<file path="config.mk">
export PLATFORM = sky130hd
export DESIGN_NAME = sp_instr_sequencer
export DESIGN_NICKNAME = d
export VERILOG_FILES = /design/src/rtl/sp_instr_sequencer.sv
export SDC_FILE = /design/constraint.sdc
export NUM_CORES = 1
export LEC_CHECK = 0
export ABC_AREA = 0
export BUFFER_PORTS_ARGS = -buffer_cell sky130_fd_sc_hd__buf_2
export CORE_MARGIN = 5
export CORE_UTILIZATION = 40
export DETAILED_ROUTE_END_ITERATION = 12
export PLACE_DENSITY = 0.7
export SLEW_MARGIN = 20
export SYNTH_ARGS = -nofsm -noshare
export SYNTH_HDL_FRONTEND = slang
export SYNTH_SLANG_ARGS = --single-unit
export TNS_END_PERCENT = 1
</file>
<file path="constraint.sdc">
create_clock -name CLK -period 3 [get_ports CLK]
set_input_delay 0.6 -clock CLK [delete_from_list [all_inputs] [get_ports CLK]]
set_output_delay 0.6 -clock CLK [all_outputs]
set_load 0.005 [all_outputs]
</file>
<file path="src/rtl/sp_instr_sequencer.sv">
// Scratchpad instruction sequencer: pops one instruction and expands it into per-row
// DRAM load requests or scratchpad read requests (stores and GEMM operand fetch).
module sp_instr_sequencer #(
    parameter int unsigned WORD_W  = 32,
    parameter int unsigned MAT_S_W = 4,
    parameter int unsigned ROW_S_W = 2,
    parameter int unsigned STRIDE  = 8,
    localparam int unsigned INSTR_W = 2 + MAT_S_W + WORD_W,
    localparam int unsigned REQ_W   = WORD_W + 2 + MAT_S_W + ROW_S_W
) (
    input  logic               CLK,
    input  logic               nRST,
    input  logic               instr_valid,
    input  logic [INSTR_W-1:0] instr,
    output logic               instr_ready,
    output logic               ld_valid,
    output logic [WORD_W-1:0]  ld_addr,
    output logic [MAT_S_W-1:0] ld_mat_s,
    output logic [ROW_S_W-1:0] ld_row_s,
    input  logic               ld_ready,
    output logic               rd_valid,
    output logic [REQ_W-1:0]   rd_req,
    input  logic               rd_ready,
    output logic               busy
);

    typedef enum logic [2:0] {
        StIdle,
        StLoad,
        StStore,
        StGw,
        StGi,
        StGp
    } state_e;

    localparam logic [1:0] OpNop   = 2'b00;
    localparam logic [1:0] OpLoad  = 2'b01;
    localparam logic [1:0] OpStore = 2'b10;
    localparam logic [1:0] OpGemm  = 2'b11;

    localparam logic [ROW_S_W-1:0] LastRow = {ROW_S_W{1'b1}};

    state_e               state_q, state_d;
    logic [ROW_S_W-1:0]   rc_q, rc_d;
    logic [WORD_W-1:0]    addr_q, addr_d;
    logic [MAT_S_W-1:0]   mat_q, mat_d;

    logic [1:0]           opcode;
    logic                 new_weight;
    logic                 ld_v, rd_v;
    logic                 fire;
    logic [WORD_W-1:0]    row_addr;
    logic [WORD_W-1:0]    rd_addr;
    logic [1:0]           rd_mat_t;
    logic [MAT_S_W-1:0]   rd_mat;
    logic [MAT_S_W-1:0]   w_mat, i_mat, p_mat;

    assign opcode     = instr[INSTR_W-1 -: 2];
    assign new_weight = instr[WORD_W+MAT_S_W-1];

    // GEMM operand matrices live in the low bits of the latched address field.
    assign w_mat = addr_q[3*MAT_S_W-1 -: MAT_S_W];
    assign i_mat = addr_q[2*MAT_S_W-1 -: MAT_S_W];
    assign p_mat = addr_q[MAT_S_W-1 -: MAT_S_W];

    assign row_addr = addr_q + WORD_W'(rc_q) * WORD_W'(STRIDE);

    always_ff @(posedge CLK) begin
        if (!nRST) begin
            state_q <= StIdle;
            rc_q    <= '0;
            addr_q  <= '0;
            mat_q   <= '0;
        end else begin
            state_q <= state_d;
            rc_q    <= rc_d;
            addr_q  <= addr_d;
            mat_q   <= mat_d;
        end
    end

    // Request decode depends only on registered state, never on the ready inputs.
    always_comb begin
        ld_v     = 1'b0;
        rd_v     = 1'b0;
        rd_addr  = '0;
        rd_mat_t = 2'b00;
        rd_mat   = '0;
        unique case (state_q)
            StLoad: ld_v = 1'b1;
            StStore: begin
                rd_v    = 1'b1;
                rd_addr = row_addr;
                rd_mat  = mat_q;
            end
            StGw: begin
                rd_v     = 1'b1;
                rd_mat_t = 2'b01;
                rd_mat   = w_mat;
            end
            StGi: begin
                rd_v     = 1'b1;
                rd_mat_t = 2'b10;
                rd_mat   = i_mat;
            end
            StGp: begin
                rd_v     = 1'b1;
                rd_mat_t = 2'b11;
                rd_mat   = p_mat;
            end
            default: ;
        endcase
    end

    assign fire = (ld_v && ld_ready) || (rd_v && rd_ready);

    always_comb begin
        state_d = state_q;
        rc_d    = rc_q;
        addr_d  = addr_q;
        mat_d   = mat_q;
        unique case (state_q)
            StIdle: begin
                if (instr_valid) begin
                    addr_d = instr[WORD_W-1:0];
                    mat_d  = instr[WORD_W+MAT_S_W-1 -: MAT_S_W];
                    rc_d   = '0;
                    unique case (opcode)
                        OpNop:   state_d = StIdle;
                        OpLoad:  state_d = StLoad;
                        OpStore: state_d = StStore;
                        OpGemm:  state_d = new_weight ? StGw : StGi;
                        default: state_d = StIdle;
                    endcase
                end
            end
            StLoad, StStore, StGw, StGi, StGp: begin
                if (fire) begin
                    rc_d = rc_q + 1'b1;
                    if (rc_q == LastRow) begin
                        rc_d = '0;
                        unique case (state_q)
                            StGw:    state_d = StGi;
                            StGi:    state_d = StGp;
                            default: state_d = StIdle;
                        endcase
                    end
                end
            end
            default: state_d = StIdle;
        endcase
    end

    // Outputs are forced quiet while reset is asserted.
    assign instr_ready = nRST && (state_q == StIdle);
    assign busy        = nRST && (state_q != StIdle);
    assign ld_valid    = nRST && ld_v;
    assign rd_valid    = nRST && rd_v;

    assign ld_addr  = row_addr;
    assign ld_mat_s = mat_q;
    assign ld_row_s = rc_q;
    assign rd_req   = {rd_addr, rd_mat_t, rd_mat, rc_q};

endmodule

</file>
* Word level (Yosys, flattened, before mapping) *
Cells that the tools add are included.

storage, ports and cells
  flip-flop bits (word level) = 41
  input bits = 43
  output and inout port bits = 82
  word-level logic and storage cells = 50

cells by class
  $add $sub $neg = 2
  equal/unequal tests = 12
  mux-type cells = 16
  reductions and logical operators = 16

operator list
  cell                                                                    count
  32-bit by 5-bit adder with 32-bit output                                1
  32-bit two-way mux                                                      1
  4-bit one-hot mux with 4 select lines                                   1
  3-bit two-way mux                                                       4
  3-bit one-hot mux with 2 select lines                                   2
  3-bit one-hot mux with 4 select lines                                   1
  2-bit equality test (second input constant)                             3
  3-bit by 2-bit equality test with 1-bit output (second input constant)  2
  3-bit equality test (second input constant)                             2
  1-bit logical AND                                                       6
  2-bit two-way mux                                                       3
  2-bit inequality test (second input constant)                           3
  2-bit one-hot mux with 3 select lines                                   1
  3-bit AND reduction                                                     2
  5-bit OR reduction                                                      1
  2-bit one-hot mux with 2 select lines                                   1
  4-bit OR reduction                                                      1
  3-bit by 1-bit equality test with 1-bit output (second input constant)  1
  3-bit zero test                                                         1
  3-bit nonzero test                                                      1
  2-bit by 1-bit adder with 2-bit output (second input constant)          1
  2-bit by 1-bit equality test with 1-bit output (second input constant)  1
  2-bit zero test                                                         1
  1-bit two-way mux                                                       2
  3 further kinds                                                         3

* Depth between registers and ports, before layout *
  depth in word-level cells = 7
  depth in mapped cells = 7

* Worst setup path before layout *
Ideal clock, no wire load.

  path type = register -> output
  start = register rc_q[0] (netlist: ld_row_s[0])
  end = output port rd_req[37]
  arrival time = 2.225 ns
  setup slack = 0.175 ns
  cell stages (with the launch flop) = 8
  buffers on the path = 1
  cell sequence = dfxtp_1 > ha_1 > fa_1 > nand4_1 > or3_1 > clkbuf_1 > or4_1 > a21oi_1

between the ends
  cells in the longest elaborated chain, start to end = 2

ends and longest elaborated chain
  element                                   line  text
  start, declared                           44    logic [ROW_S_W-1:0] rc_q, rc_d;
  start signal, assigned                    76    rc_q <= rc_d;
  32-bit by 5-bit adder with 32-bit output  66    assign row_addr = addr_q + WORD_W'(rc_q) * WORD_W'(STRIDE);
  32-bit two-way mux                        89    unique case (state_q)
  end, declared                             22    output logic [REQ_W-1:0] rd_req,

No other way between the ends.

* Final worst setup path *
  start = register addr_q[3]
  end = output port rd_req[39]

between the ends
  cells in the longest elaborated chain, start to end = 2

ends and longest elaborated chain
  element                                   line  text
  start, declared                           45    logic [WORD_W-1:0] addr_q, addr_d;
  start signal, assigned                    77    addr_q <= addr_d;
  32-bit by 5-bit adder with 32-bit output  66
  32-bit two-way mux                        89

No other way between the ends.

==> flow_metrics.tcl <==
set metrics [dict create \
    outcome "finished with violations" \
    violations "setup timing" \
    end_kind "primary output" \
    ys.flop_type "dfxtp_1" \
    tns_ns -0.138 \
    min_path_type "flop to flop" \
    fin_crit_sh_pct 101 \
    totalWireLength_um 8150 \
    ant_nets 0 \
    worstSetupPathType "flop to primary output" \
    final-hold-violation-count 0 \
    skew_ns 0.00496 \
    synth_edf_count 0 \
    crit_arrival_ns 2.44 \
    min_period_ns 3.04 \
    setup_viol 6 \
    diodes 0 \
    ir_worst_vdd_uv 166 \
    hpwl_um 6350 \
    initial_core_util_pct 41.0 \
    cts-root-buf "clkbuf_8" \
    powerDensity_mw_per_mm2 358 \
    drive_gt1_share_pct 34.0 \
    grt_remaining_overflow 0 \
    ys_ff_latch 41 \
    setup_ws_ns -0.0382 \
    grt_start_max_net_pins 37 \
    fin_hold_ws_ns 0.479 \
    grt_pass1_vias 2775 \
    routedWlPerCell_um 13.7 \
    cts.sinks 41 \
    die_height_um 93.5 \
    routabilityCongestion 0.875 \
    grt_pass1_wl_um 13200 \
    p_leak_uw 0.00176 \
    power_uw 1320 \
    final_nets 549 \
    rsz0062_at_grt "true" \
    drc_errors 0 \
    grt_usage_pct 18.5 \
    cts.clk_slew.worst_paths_ns 0.08 \
    cp.required_ns 2.40 \
    vias 2972 \
    insertion_delay_ns 0.29 \
    setup.worst_path.start_class "flop" \
    num_rows 30 \
    antenna_found_initial 0 \
    avgSynthCellArea_um2 7.34 \
    maxCapViolCount 0 \
    synthCells 380 \
    synth.distinct_cells 43 \
    cts_buffers 5 \
    cts_tree "done" \
    slew_viol_final 0 \
    synth-async-reset-ratio_pct 0 \
    htreeDepth 2 \
    clock.fmax_mhz 329 \
    dieArea_mm2 0.00874 \
    syn-num-nets 430 \
    holdBufCountCts 0 \
    drt-initial-drc-count 58 \
    fill_cells 697 \
    crit_fanout 2 \
    ys_warn_count 0 \
    firstDrtPassIters 4 \
    tightest_slew_ns 0.787 \
    syn_to_final_growth_pct 32.5 \
    clk_path_buf_depth 2 \
    synth-seq-area-share_pct 29.4 \
    portBuffers 124 \
    routed_via_density 4.99 \
    die_w_um 93.5 \
    top_level_ports 125 \
    synthesis.area_mm2 0.00279 \
    coreArea_mm2 0.00679 \
    relSlewSlack_pct 47.4 \
]
[per-layer routing]
layer  share of wire (%)  GRT usage [%]  vias up
li1                    -              -     1545
met1                  45           24.4     1338
met2                  48           31.3       83
met3                 6.4           3.86        6
met4                0.76           3.66        0
met5                   0              0        -
[cell usage after synthesis, types with 2 or more instances]
library cell,n,share of area (%)
a21oi_1,18,3.2
xor2_1,8,2.5
nand2b_1,3,0.67
nor4_1,2,0.45
nand4_1,7,1.6
dfxtp_1,41,29
xnor2_1,5,1.6
or4_1,10,2.7
nand2_1,100,13
o31ai_1,8,2.2
nor3_1,4,0.72
ha_1,6,2.7
nor2b_1,5,1.1
o22a_1,3,0.94
and4_1,3,0.94
a21boi_0,36,9.7
nand3_1,9,1.6
inv_1,10,1.3
buf_4,5,1.3
or3_1,10,2.2
mux2i_1,12,4.3
o21ai_0,7,1.3
buf_1,3,0.40
and2_1,20,4.5
nor2_1,11,1.5
clkbuf_1,17,2.3
[worst paths after layout]
path	from	to	slack [ns]	depth (start not counted)
setup reg to reg	state_q[1]	state_q[2]	0.76	6
hold reg to reg	ld_mat_s[3]	ld_mat_s[3]	0.48	2
hold / removal	ld_mat_s[3]	ld_mat_s[3]	0.48	2
setup / recovery	addr_q[3]	rd_req[39]	-0.04	7
[state kept, by name, indices dropped and copies added, names as in the netlist]
signal	count
addr_q	32
ld_mat_s	4
ld_row_s	2
state_q	3
[cell type report]
cell class	count	area, µm²	area share [%]
Clock buffer	6	72.6	1.96
Clock inverter	2	10.0	0.271
Inverter	10	37.5	1.02
Multi-Input combinational cell	302	1880	50.9
Sequential cell	41	833	22.6
Tap cell	96	120	3.25
Timing Repair Buffer	139	741	20.0
[power by group]
part / total, µW / internal, µW / switching (µW)
clock: 344 / 161 / 182
combinational: 323 / 149 / 175
sequential: 655 / 589 / 65.8
total: 1320 / 899 / 423
[per-stage QoR]
stage	instances	setup slack, ns	utilization [%]	area (µm²)
floorplan	380	0.175	-	2790
global placement	585	0.183	51.4	3490
detailed placement	585	0.119	51.4	3490
CTS	596	-0.0751	53.9	3660
global route	596	-0.160	54.4	3690
finish	596	-0.0382	54.4	3690
[cells in the final DEF, fill, tap and decap left out, types with 2 or more instances in the layout]
cell type,instances
mux2i_1,12
nand4_1,7
xnor2_1,4
nor2_1,11
inv_1,10
a21boi_0,36
nor2b_1,5
a21oi_1,15
and4_1,3
buf_6,2
o22a_1,3
buf_4,13
and2_1,20
or4_1,5
xor2_1,8
o31ai_1,8
nor4_2,2
clkbuf_8,5
ha_1,5
or4_4,6
buf_2,124
dfxtp_2,7
or3_1,9
nor3_1,4
o21ai_0,7
nand2_1,100
dfxtp_1,33
clkinv_2,2
a21oi_2,3
nand2b_1,3
nand3_1,9
[cells by family (layout without fill, tap and decap cells)]
family,after synthesis,count (layout),synth area share (%)
simple gates,188,188,32.8
buf+inv,37,157,5.97
compound gates,82,82,20.0
mux,12,12,4.31
xor+xnor,13,13,4.08
fa+ha+maj,7,7,3.41
flops,41,41,29.4
[worst max-delay path, cell delays in order, from the launching register on]
cell	delay, ns
dfxtp_2	0.36
ha_4	0.15
fa_2	0.20
nand4_1	0.16
or3_4	0.38
or4_4	0.55
mux2i_1	0.20
buf_2	0.14
[repair_timing]
action / in CTS / in global routing
setup endpoints to repair: 16 / 19
gates resized for setup: 21 / 6
setup buffers: 3 / 0
pin swaps: 6 / 4
(Power assumes the default switching activity.)
